File: src/rtl/cobra_loader_pkg.sv
// ============================================================================
// Module      : cobra_loader_pkg
// Description : Shared constants for the CYBERcobra program loader.
// Revision    : 1.0 - initial release
// ============================================================================
`default_nettype none

package cobra_loader_pkg;

    localparam int INSTR_W = 32;
    localparam int IMEM_AW = 8;

    localparam logic [7:0] SYNC_BYTE_DEF = 8'hA5;

    localparam int ST_W = 3;
    localparam logic [ST_W-1:0] S_IDLE  = 3'd0;
    localparam logic [ST_W-1:0] S_LEN   = 3'd1;
    localparam logic [ST_W-1:0] S_DATA  = 3'd2;
    localparam logic [ST_W-1:0] S_WRITE = 3'd3;
    localparam logic [ST_W-1:0] S_CSUM  = 3'd4;
    localparam logic [ST_W-1:0] S_ERR   = 3'd5;

endpackage

`default_nettype wire

File: src/rtl/cobra_loader_timeout.sv
// ============================================================================
// Module      : cobra_loader_timeout
// Description : Clearable saturating idle counter with expiry flag.
// Revision    : 1.0 - initial release
// ============================================================================
`default_nettype none

module cobra_loader_timeout #(
    parameter int TIMEOUT_CYC = 1000
) (
    input  logic CLK,
    input  logic rst,
    input  logic i_run,
    input  logic i_clr,
    output logic o_expired
);

    localparam int              c_CW    = $clog2(TIMEOUT_CYC + 1);
    localparam logic [c_CW-1:0] c_LIMIT = c_CW'(TIMEOUT_CYC);

    logic [c_CW-1:0] r_cnt;

    always_ff @(posedge CLK or posedge rst) begin
        if (rst) begin
            r_cnt <= '0;
        end else if (i_clr) begin
            r_cnt <= '0;
        end else if (i_run && (r_cnt != c_LIMIT)) begin
            r_cnt <= r_cnt + c_CW'(1);
        end
    end

    assign o_expired = (r_cnt == c_LIMIT);

endmodule

`default_nettype wire

File: src/rtl/cobra_prog_loader.sv
// ============================================================================
// Module      : cobra_prog_loader
// Description : Framed byte-stream loader writing the core's instruction RAM.
// Revision    : 1.0 - initial release
// ============================================================================
`default_nettype none

module cobra_prog_loader
    import cobra_loader_pkg::*;
#(
    parameter logic [7:0] SYNC_BYTE   = SYNC_BYTE_DEF,
    parameter int         TIMEOUT_CYC = 1000
) (
    input  logic               CLK,
    input  logic               rst,
    input  logic [7:0]         in_data,
    input  logic               in_valid,
    output logic               in_ready,
    output logic               mem_we,
    output logic [IMEM_AW-1:0] mem_addr,
    output logic [INSTR_W-1:0] mem_wdata,
    output logic               cpu_rst,
    output logic               done,
    output logic               err
);

    logic [ST_W-1:0]    r_state;
    logic [ST_W-1:0]    w_state_nxt;
    logic [IMEM_AW:0]   r_count;
    logic [IMEM_AW:0]   r_waddr;
    logic [1:0]         r_idx;
    logic [7:0]         r_csum;
    logic [INSTR_W-1:0] r_word;
    logic               r_cpu_rst;
    logic               r_done;
    logic               r_err;

    logic w_acc;
    logic w_run;
    logic w_expired;
    logic w_last_word;

    assign w_acc       = in_valid && in_ready;
    assign w_run       = (r_state == S_LEN) || (r_state == S_DATA) || (r_state == S_CSUM);
    assign w_last_word = ((r_waddr + 9'd1) == r_count);

    cobra_loader_timeout #(
        .TIMEOUT_CYC (TIMEOUT_CYC)
    ) u_timeout (
        .CLK       (CLK),
        .rst       (rst),
        .i_run     (w_run),
        .i_clr     (w_acc || !w_run),
        .o_expired (w_expired)
    );

    always_ff @(posedge CLK or posedge rst) begin
        if (rst) begin
            r_state <= S_IDLE;
        end else begin
            r_state <= w_state_nxt;
        end
    end

    // An accepted byte takes priority over a timeout expiring in the same cycle.
    always_comb begin
        w_state_nxt = r_state;
        case (r_state)
            S_IDLE: begin
                if (w_acc && (in_data == SYNC_BYTE)) w_state_nxt = S_LEN;
            end
            S_LEN: begin
                if (w_acc)          w_state_nxt = S_DATA;
                else if (w_expired) w_state_nxt = S_ERR;
            end
            S_DATA: begin
                if (w_acc) begin
                    if (r_idx == 2'd3) w_state_nxt = S_WRITE;
                end else if (w_expired) begin
                    w_state_nxt = S_ERR;
                end
            end
            S_WRITE: begin
                w_state_nxt = w_last_word ? S_CSUM : S_DATA;
            end
            S_CSUM: begin
                if (w_acc)          w_state_nxt = (in_data == r_csum) ? S_IDLE : S_ERR;
                else if (w_expired) w_state_nxt = S_ERR;
            end
            S_ERR: begin
                w_state_nxt = S_IDLE;
            end
            default: begin
                w_state_nxt = S_IDLE;
            end
        endcase
    end

    always_comb begin
        in_ready = 1'b1;
        mem_we   = 1'b0;
        if (r_state == S_WRITE) begin
            in_ready = 1'b0;
            mem_we   = 1'b1;
        end
    end

    always_ff @(posedge CLK or posedge rst) begin
        if (rst) begin
            r_count   <= '0;
            r_waddr   <= '0;
            r_idx     <= '0;
            r_csum    <= '0;
            r_word    <= '0;
            r_cpu_rst <= 1'b0;
            r_done    <= 1'b0;
            r_err     <= 1'b0;
        end else begin
            case (r_state)
                S_IDLE: begin
                    if (w_acc && (in_data == SYNC_BYTE)) begin
                        r_cpu_rst <= 1'b1;
                        r_done    <= 1'b0;
                        r_err     <= 1'b0;
                    end
                end
                S_LEN: begin
                    if (w_acc) begin
                        r_count <= (in_data == 8'd0) ? 9'd256 : {1'b0, in_data};
                        r_waddr <= '0;
                        r_idx   <= '0;
                        r_csum  <= '0;
                    end
                end
                S_DATA: begin
                    if (w_acc) begin
                        r_word[{r_idx, 3'b000} +: 8] <= in_data;
                        r_csum                       <= r_csum + in_data;
                        r_idx                        <= r_idx + 2'd1;
                    end
                end
                S_WRITE: begin
                    r_waddr <= r_waddr + 9'd1;
                end
                S_CSUM: begin
                    if (w_acc && (in_data == r_csum)) begin
                        r_done    <= 1'b1;
                        r_cpu_rst <= 1'b0;
                    end
                end
                S_ERR: begin
                    r_err <= 1'b1;
                end
                default: begin
                end
            endcase
        end
    end

    // The 9-bit counter reaches 256 after a full-size frame; hold the bus at 255.
    assign mem_addr  = r_waddr[IMEM_AW] ? {IMEM_AW{1'b1}} : r_waddr[IMEM_AW-1:0];
    assign mem_wdata = r_word;
    assign cpu_rst   = r_cpu_rst;
    assign done      = r_done;
    assign err       = r_err;

endmodule

`default_nettype wire
File: config.mk
export PLATFORM = sky130hd
export DESIGN_NAME = cobra_prog_loader
export DESIGN_NICKNAME = d
export VERILOG_FILES = /design/src/rtl/cobra_loader_pkg.sv /design/src/rtl/cobra_loader_timeout.sv /design/src/rtl/cobra_prog_loader.sv
export SDC_FILE = /design/constraint.sdc
export NUM_CORES = 1
export LEC_CHECK = 0
export ABC_AREA = 1
export BUFFER_PORTS_ARGS = -buffer_cell sky130_fd_sc_hd__buf_2
export CORE_MARGIN = 4
export CORE_UTILIZATION = 30
export CTS_CLUSTER_DIAMETER = 200
export DETAILED_ROUTE_END_ITERATION = 12
export HOLD_SLACK_MARGIN = 0.03
export PLACE_DENSITY = 0.54
export SYNTH_ARGS = -nofsm -noshare
export SYNTH_HDL_FRONTEND = slang
export SYNTH_SLANG_ARGS = --single-unit
File: constraint.sdc
create_clock -name CLK -period 4.06 [get_ports CLK]
set_clock_uncertainty 0.1 [all_clocks]
set_input_delay 0.406 -clock CLK [delete_from_list [all_inputs] [get_ports CLK]]
set_output_delay 0.406 -clock CLK [all_outputs]
set_load 0.005 [all_outputs]
# ---- Word level (Yosys, flattened, before mapping)
# Cells that the tools add are included.
dict set report word_totals {
  output_inout_bits 45
  reg_bits 76
}
dict set report classes {
  n_shift 2
  muxes 31
  eq_ne 16
  addsub 5
  n_reduce_logical 22
}
# operator count
set op_table {}
lappend op_table {{$bwmux 32} 1}
lappend op_table {{$shift 8x7->32 const A} 1}
lappend op_table {{$shiftx 8x7->32} 1}
lappend op_table {{$mux 3} 8}
lappend op_table {{$mux 8} 3}
lappend op_table {{$mux 10} 2}
lappend op_table {{$mux 9} 2}
lappend op_table {{$pmux 9 s2} 1}
lappend op_table {{$pmux 8 s2} 1}
lappend op_table {{$pmux 3 s5} 1}
lappend op_table {{$add 10x1->10 const B} 1}
lappend op_table {{$eq 10x10->1 const B} 1}
lappend op_table {{$ne 10x10->1 const B} 1}
lappend op_table {{$reduce_and 2->1} 5}
lappend op_table {{$reduce_bool 2->1} 5}
lappend op_table {{$add 9x1->9 const B} 1}
lappend op_table {{$eq 9x9->1} 1}
lappend op_table {{$add 8x8->8} 1}
lappend op_table {{$eq 8x8->1} 1}
lappend op_table {{$eq 8x8->1 const B} 1}
lappend op_table {{$logic_not 8->1} 1}
lappend op_table {{$neg 5->7} 1}
lappend op_table {{$eq 3x2->1 const B} 2}
lappend op_table {{$eq 3x3->1 const B} 2}
lappend op_table {{other kinds (15)} 31}

# ---- Longest topological paths before layout
# Gate-level depths: netlist (run 1).
dict set report logic_depth {
  word_depth 6
  depth_mapped 12
  ltp_nobuf 12
}

# ---- Cells and area by module
# A second synthesis (run 1) with hierarchy kept.
dict set report hier_totals {
  hier_cells 553
  area_unflattened_um2 4336.7
}
# mod area_per_inst_um2 cells_each instances
set modules_own_cells {}
lappend modules_own_cells {cobra_prog_loader 3683.5 459 1}
lappend modules_own_cells {cobra_loader_timeout 653.1 94 1}

# ---- Least setup slack after synthesis (run 1)
# OpenSTA, ideal clock, no wires.
dict set report synth_timing {
  path_type {reg-to-reg}
  startpoint {reg r_idx[0]}
  endpoint {reg r_word[16] (netlist: mem_wdata[16])}
  required_time_ps 3895
  path_buffers 1
  arrival_ps 1888
  slack_ps 2007
  setup_ps 65
  synth_period_minus_slack_ps 2053
  path_stages_with_launch 8
  path_cell_list {dfrtp_1 clkinv_1 ha_1 buf_4 clkinv_1 nor2_1 nand4_1 nand2_1}
}
dict set report synth_between {
  elab_chain_len 3
  word_cells_on_any_way 4
}
# element line_no
set synth_rtl {}
lappend synth_rtl {{start, declared} cobra_prog_loader.sv:31} ;# logic [1:0] r_idx;
lappend synth_rtl {{start signal, assigned} cobra_prog_loader.sv:139} ;# r_idx <= r_idx + 2'd1;
lappend synth_rtl {{$neg 5->7 *} cobra_prog_loader.sv:137} ;# r_word[{r_idx, 3'b000} +: 8] <= in_data;
lappend synth_rtl {{$shiftx 8x7->32 / $shift 8x7->32 (equally long branches)} cobra_prog_loader.sv:137}
lappend synth_rtl {{$bwmux 32 *} cobra_prog_loader.sv:137}
lappend synth_rtl {{end signal, assigned by index} cobra_prog_loader.sv:137}
lappend synth_rtl {{end, declared} cobra_prog_loader.sv:33} ;# logic [INSTR_W-1:0] r_word;
# Every way passes the cells marked *; elsewhere a longest branch is shown, timed or not.
# A chain may end at the register's enable or synchronous reset.

# ---- Worst setup path after layout (run 1)
dict set report layout_timing {
  startpoint {reg r_idx[0]}
  endpoint {reg r_word[20] (netlist: mem_wdata[20])}
}
# Same word-level chain as after synthesis.

==> results.yml, run 1 <==
logic_synthesis:
  synth_top_area_cell: "dfrtp_1"
  syn_area_um2: 4110
  yosysWarnings: 0
  synth-edff-count: 0
  synth-async-reset-ratio_pct: 100
  seq_area_frac_synth_pct: 46.2
  syn_nets: 545
  synth.most_common_cell: "nand2_1"
  ys_seq_elements: 76
  yosys_most_used_dff: "dfrtp_1"
  ys_types: 34
  synth_common_cells: "nand2_1 (138), dfrtp_1 (76), o21ai_0 (56), inv_1 (54), nand3_1 (47)"
  synth.area.top_cells: "dfrtp_1 (46%), nand2_1 (13%), o21ai_0 (6.8%), nand3_1 (5.7%), inv_1 (4.9%)"
  yosys.area.top_type_share_pct: 46.2
  syn_avg_cell_area_um2: 7.95
  syn-instance-count: 517
floorplanning:
  initial_core_util_pct: 30.8
  die_h_um: 125
  die-area_um2: 15600
  core_um2: 13300
  dieWidth_um: 125
  ios: 56
  core.rowCount: 42
worst_setup_path:
  crit_top_cell: "clkinv_1"
  crit_path_cell_trace: "clkinv_1 > ha_1 > clkinv_1 > nor2_1 > nand4_1 > nand2_1"
  start_kind: "register"
  path_max_fanout: 11
  critical-path-top-delay-family: "simple AND/OR/NAND/NOR gates"
  arrival_ps: 2730
  r2r_setup_slack_ps: 1500
  crit_type: "reg -> reg"
  required_ps: 4230
  cp-end-kind: "register"
  crit_buf_inv: 2
  cpPeakStageDelay_ps: 550
  cpMaxStageDelayCell: "ha_1"
global_routing:
  grt_usage_pct: 14.0
  overflow: 0
  grt_pass1_vias: 3632
  grt_max_degree: 42
  antenna_found_initial: 0
  grt_pass1_wl_mm: 18.1
routing:
  wl_met2_mm: 4.94
  via_per_inst: 4.74
  drt_iter0_markers: 250
  postRouteAntennaNets: 0
  top_layer_used: "met4"
  wirelength_mm: 10.6
  wl_met1_mm: 5.01
  route.met3.wl_um: 431
  vias: 3596
  drc: 0
  wl_per_cell_um: 13.9
  first_pass_iters: 4
timing:
  slew_viol_final: 0
  worstMarginPinSlew_ps: 799
  worst_slack_ps: 1500
  max_freq_mhz: 391
  setup_viol_count_final: 0
  hold_viol: 0
  final.min_clock_period_ps: 2560
  final.period_utilization_pct: 63.1
  setup_tns_ps: 0
  rsz0062_at_grt: "false"
  holdWs_ps: 280
  slew-limit-headroom_pct: 46.6
flow_run:
  drv_cap: 0
cells_and_area:
  nNetsFinal: 605
  layout-drive-gt1-share_pct: 14.9
  final_area_um2: 4880
  antennaDiodeCount: 0
  final_cells: 758
  register_area_um2: 1900
  area_growth_syn_to_layout_pct: 18.6
  fillers: 1432
  multi_input_area_um2: 1920
clocking:
  root_buffer: "clkbuf_16"
  insertion_delay_ps: 330
  cts.sinks: 76
  clk_pin_slew_ps: 60
  post_cts_buffers: 0
  htreeDepth: 3
  cts_tree: "yes"
  numCtsBuffers: 9
  clock_path_buffers: 2
placed_design:
  dpl_cell_area_um2: 4560
  dpl.hpwl_mm: 7.84
  portBuffers: 55
  preCtsSetupSlack_ps: 1530
  finalWeightedCongestion: 0.877
  placed_cells: 741
power:
  ir_worst_vdd_uv: 247
  p_per_area_nw_per_um2: 643
  p_leak_nw: 2.63
min_path:
  worstHoldPathType: "in -> reg"
status:
  run_status: "finished clean"
-- cell usage in the layout, fill, tap and decap left out, types with 2 or more instances in the layout --
cell and instances:
buf_2 55, ha_1 16, o31ai_1 2, inv_1 53, a21oi_1 14, clkinv_2 2, clkbuf_16 9, o21ai_0 56
nand3_1 47, nor2_8 3, xnor2_1 2, nor2_1 35, xor2_1 3, inv_2 5, a22o_1 2, nand2_1 138
nand4_1 14, clkinv_1 4, nor2_2 2, nand3b_1 4, buf_4 2, nor3_1 14, clkbuf_8 2, dfrtp_1 76
o22ai_1 7
-- worst reg2reg max path, cell delays in order (launching register included) --
cell      delay, ps
dfrtp_1         490
clkinv_1        310
ha_1            560
clkinv_1        300
nor2_1          490
nand4_1         160
nand2_1          90
-- flip-flops by register name, indices dropped and copies added (netlist names) --
signal / cells
mem_wdata: 32
u_timeout.r_cnt: 10
r_state: 3
r_csum: 8
cpu_rst: 1
r_waddr: 9
err: 1
r_count: 9
done: 1
r_idx: 2
-- layer usage --
layer / track usage, % / vias to the layer above
met5: 0 / -
met4: 4.53 / 0
met3: 3.54 / 15
met2: 22.4 / 66
met1: 18.7 / 1683
li1: - / 1832
-- metrics by stage --
stage / utilization, % / power, mW
floorplan: - / 1.97
global placement: 34.2 / 2.32
detailed placement: 34.2 / 2.34
CTS: 36.5 / 3.18
global route: 36.5 / 3.42
finish: 36.5 / 3.14
-- report_power, final --
part           leakage [nW]  switching, mW  internal [mW]
registers              1.02          0.163          0.957
clock network         0.149          0.309          0.507
logic                  1.46          0.780          0.419
total                  2.63           1.25           1.88
-- timing repair --
action,CTS,global route
hold buffers,1,0
setup endpoints to repair,0,0
resized for setup,0,0
endpoints found under the hold margin,10,0
-- path summary, 6_finish.rpt --
kind	from	to	cells past startpoint
worst min register to register	cpu_rst	cpu_rst	2
worst max register to register	r_idx[0]	mem_wdata[20]	6
max in group asynchronous	rst	r_count[1]	4
min in group asynchronous	rst	mem_wdata[25]	3
worst min-delay path	in_data[6]	mem_wdata[6]	3
worst max-delay path	r_idx[0]	mem_wdata[20]	6
-- cell type report --
type                       count  share of cell area [%]
multi-input combinational    370                    39.3
sequential                    76                    39.0
timing repair buffer          58                    6.16
clock buffer                  12                    5.26
inverter                      62                    4.77
tap                          176                    4.52
clock inverter                 4                   0.975
-- cell families after synthesis --
group | share of synthesized area, %
and+or+nand+nor | 29.1
adders and majority gates | 5.35
buffers and inverters | 7.12
AOI/OAI and AO/OA | 11.2
xor gates and xnor gates | 1.06
DFF | 46.2
No activity file was read; power rests on OpenSTA's default activity.
==> run 2: changes to the inputs <==
Settings changed: ABC_AREA 1 to 0.
Clock period 4.06 ns to 2.44 ns, I/O delays scaled along.
==> run 2 against run 1 <==
Effect of this change: first-iteration DRC count down 28%; combinational power is 56% higher; sequential share of layout area is 1.2 points higher; die area down 3.8%; critical path type unchanged; largest cell class unchanged; highest routed layer unchanged.
==> results.yml, run 2 <==
timing:
  final.min_clock_period_ps: 2190
  rsz0062_at_grt: "false"
  holdWs_ps: 135
  worstMarginPinSlew_ps: 502
  slew_viol_final: 0
  hold_viol: 0
  setup_tns_ps: 0
  setup_viol_count_final: 0
  max_freq_mhz: 458
  final.period_utilization_pct: 89.6
  slew-limit-headroom_pct: 66.5
logic_synthesis:
  syn-instance-count: 418
  synth.area.top_cells: "dfrtp_1 (48%), nand2_1 (8.1%), ha_1 (5.1%), xnor2_1 (4.4%), o21ai_1 (4.3%)"
  synth_common_cells: "nand2_1 (85), dfrtp_1 (76), o21ai_1 (34), nor2_1 (28), xnor2_1 (20)"
  ys_seq_elements: 76
  syn_nets: 446
  syn_area_um2: 3950
  syn_avg_cell_area_um2: 9.44
  yosysWarnings: 0
  ys_types: 49
  yosys.area.top_type_share_pct: 48.2
  synth-async-reset-ratio_pct: 100
  synth_top_area_cell: "dfrtp_1"
  yosys_most_used_dff: "dfrtp_1"
  synth.most_common_cell: "nand2_1"
  seq_area_frac_synth_pct: 48.2
  synth-edff-count: 0
power:
  finalPower_mw: 5.16
  p_per_area_nw_per_um2: 1090
  p_leak_nw: 2.18
  ir_worst_vdd_uv: 359
routing:
  drt_iter0_markers: 181
  wl_per_cell_um: 14.2
  drc: 0
  vias: 3051
  via_per_inst: 4.69
  wirelength_mm: 9.21
  first_pass_iters: 4
  postRouteAntennaNets: 0
cells_and_area:
  antennaDiodeCount: 0
  layout-drive-gt1-share_pct: 22.0
  area_growth_syn_to_layout_pct: 19.9
  final_cells: 650
  layout.cells.most_common_list: "nand2_1 (85), dfrtp_1 (76), buf_2 (55)"
  final_common_cell: "nand2_1"
  nNetsFinal: 502
  largest_register_ffs: 32
worst_setup_path:
  crit_path_cell_trace: "ha_1 > nand3_1 > xnor2_1 > nor4_1 > nand3_1 > a21oi_2 > a31oi_1"
  cpMaxStageDelayCell: "dfrtp_1"
  crit_top_cell: "nand3_1"
  crit_buf_inv: 0
  cp-end-kind: "register"
  critical-path-top-delay-family: "simple AND/OR/NAND/NOR gates"
  crit_type: "reg -> reg"
  start_kind: "register"
  required_ps: 2560
  path_max_fanout: 9
  arrival_ps: 2300
  cpPeakStageDelay_ps: 500
global_routing:
  grt_pass1_wl_mm: 15.4
  grt_max_degree: 77
  antenna_found_initial: 0
  grt_pass1_vias: 2981
  grt_usage_pct: 13.1
  overflow: 0
floorplanning:
  die_h_um: 123
  die-area_um2: 15000
  initial_core_util_pct: 31.0
  ios: 56
  core.rowCount: 41
  dieWidth_um: 123
  core_um2: 12700
clocking:
  root_buffer: "clkbuf_16"
  cts.sinks: 76
  clock_path_buffers: 2
  htreeDepth: 3
  cts_tree: "yes"
  cts-resized-gates: 0
  clk_pin_slew_ps: 60
  insertion_delay_ps: 340
  numCtsBuffers: 9
placed_design:
  finalWeightedCongestion: 0.841
  dpl.hpwl_mm: 6.42
  placed_cells: 634
  portBuffers: 55
min_path:
  worstHoldPathType: "in -> reg"
status:
  run_status: "finished clean"
flow_run:
  drv_cap: 0
==> run 2: changes by cell type in the layout (fill, tap and decap cells not counted), moves of 18 or more <==
| cell | previous run | this run |
|---|---|---|
| inv_1 | 53 | 6 |
| nand2_1 | 138 | 85 |
| nand3_1 | 47 | 10 |
| o21ai_0 | 56 | 11 |
| o21ai_1 | 1 | 34 |
| xnor2_1 | 2 | 20 |
==> run 2: worst min-delay path, delay by kind of cell <==
| family | cells | cell delay [ps] |
|---|---|---|
| buf+inv | 1 | 160 |
| simple gates | 1 | 70 |
| compound gates | 1 | 50 |
==> run 2: metrics by stage <==
step,util (%),area [um2],setup WS (ps)
5_1_grt,37.2,4730,42.1
3_5_place_dp,34.7,4420,234
2_1_floorplan,-,3950,158
6_report,37.2,4730,255
3_3_place_gp,34.7,4420,306
4_1_cts,37.2,4730,250
==> run 2: kinds of logic (layout without fill, tap and decap cells) <==
kind of cell | count (synthesis) | count (layout) | share of synthesized area (%)
flops | 76 | 76 | 48.2
buf+inv | 27 | 87 | 2.95
compound gates | 84 | 84 | 12.5
xor+xnor | 32 | 32 | 7.10
fa+ha+maj | 17 | 17 | 5.58
mux | 10 | 10 | 2.82
simple gates | 172 | 172 | 20.8
==> run 2: area by class of cell <==
type	instances	area (um2)
clock buffer	10	239
clock inverter	5	61.3
timing repair buffer	63	350
multi-input combinational	315	1930
inverter	9	33.8
fill	1324	7990
sequential	76	1900
tap	172	215
==> run 2: routing by layer <==
metal	vias to the layer above	global-route usage [%]	wire length (um)
met3	12	3.78	399
met5	-	0	0
met4	0	4.97	170
met2	44	20.0	4290
li1	1543	-	-
met1	1452	17.6	4350
==> run 2: power breakdown <==
| group | total [mW] | leakage, nW | internal [mW] | switching, mW |
|---|---|---|---|---|
| Sequential | 1.95 | 1.03 | 1.60 | 0.344 |
| Clock | 1.35 | 0.137 | 0.817 | 0.530 |
| Combinational | 1.87 | 1.02 | 0.921 | 0.944 |
==> run 2: path summary, 6_finish.rpt <==
check,cells past startpoint,to,start,slack (ps)
max in group asynchronous,4,mem_wdata[4],rst,1480
setup / recovery,7,r_state[1],r_waddr[0],250
setup reg to reg,7,r_state[1],r_waddr[0],250
hold reg to reg,2,done,done,380
min in group asynchronous,4,r_waddr[2],rst,420
hold / removal,3,mem_wdata[0],in_data[0],140
==> run 2: repair_timing <==
item,in CTS,in global routing
hold buffers,1,0
endpoints found under the hold margin,76,0
buffers inserted,0,0
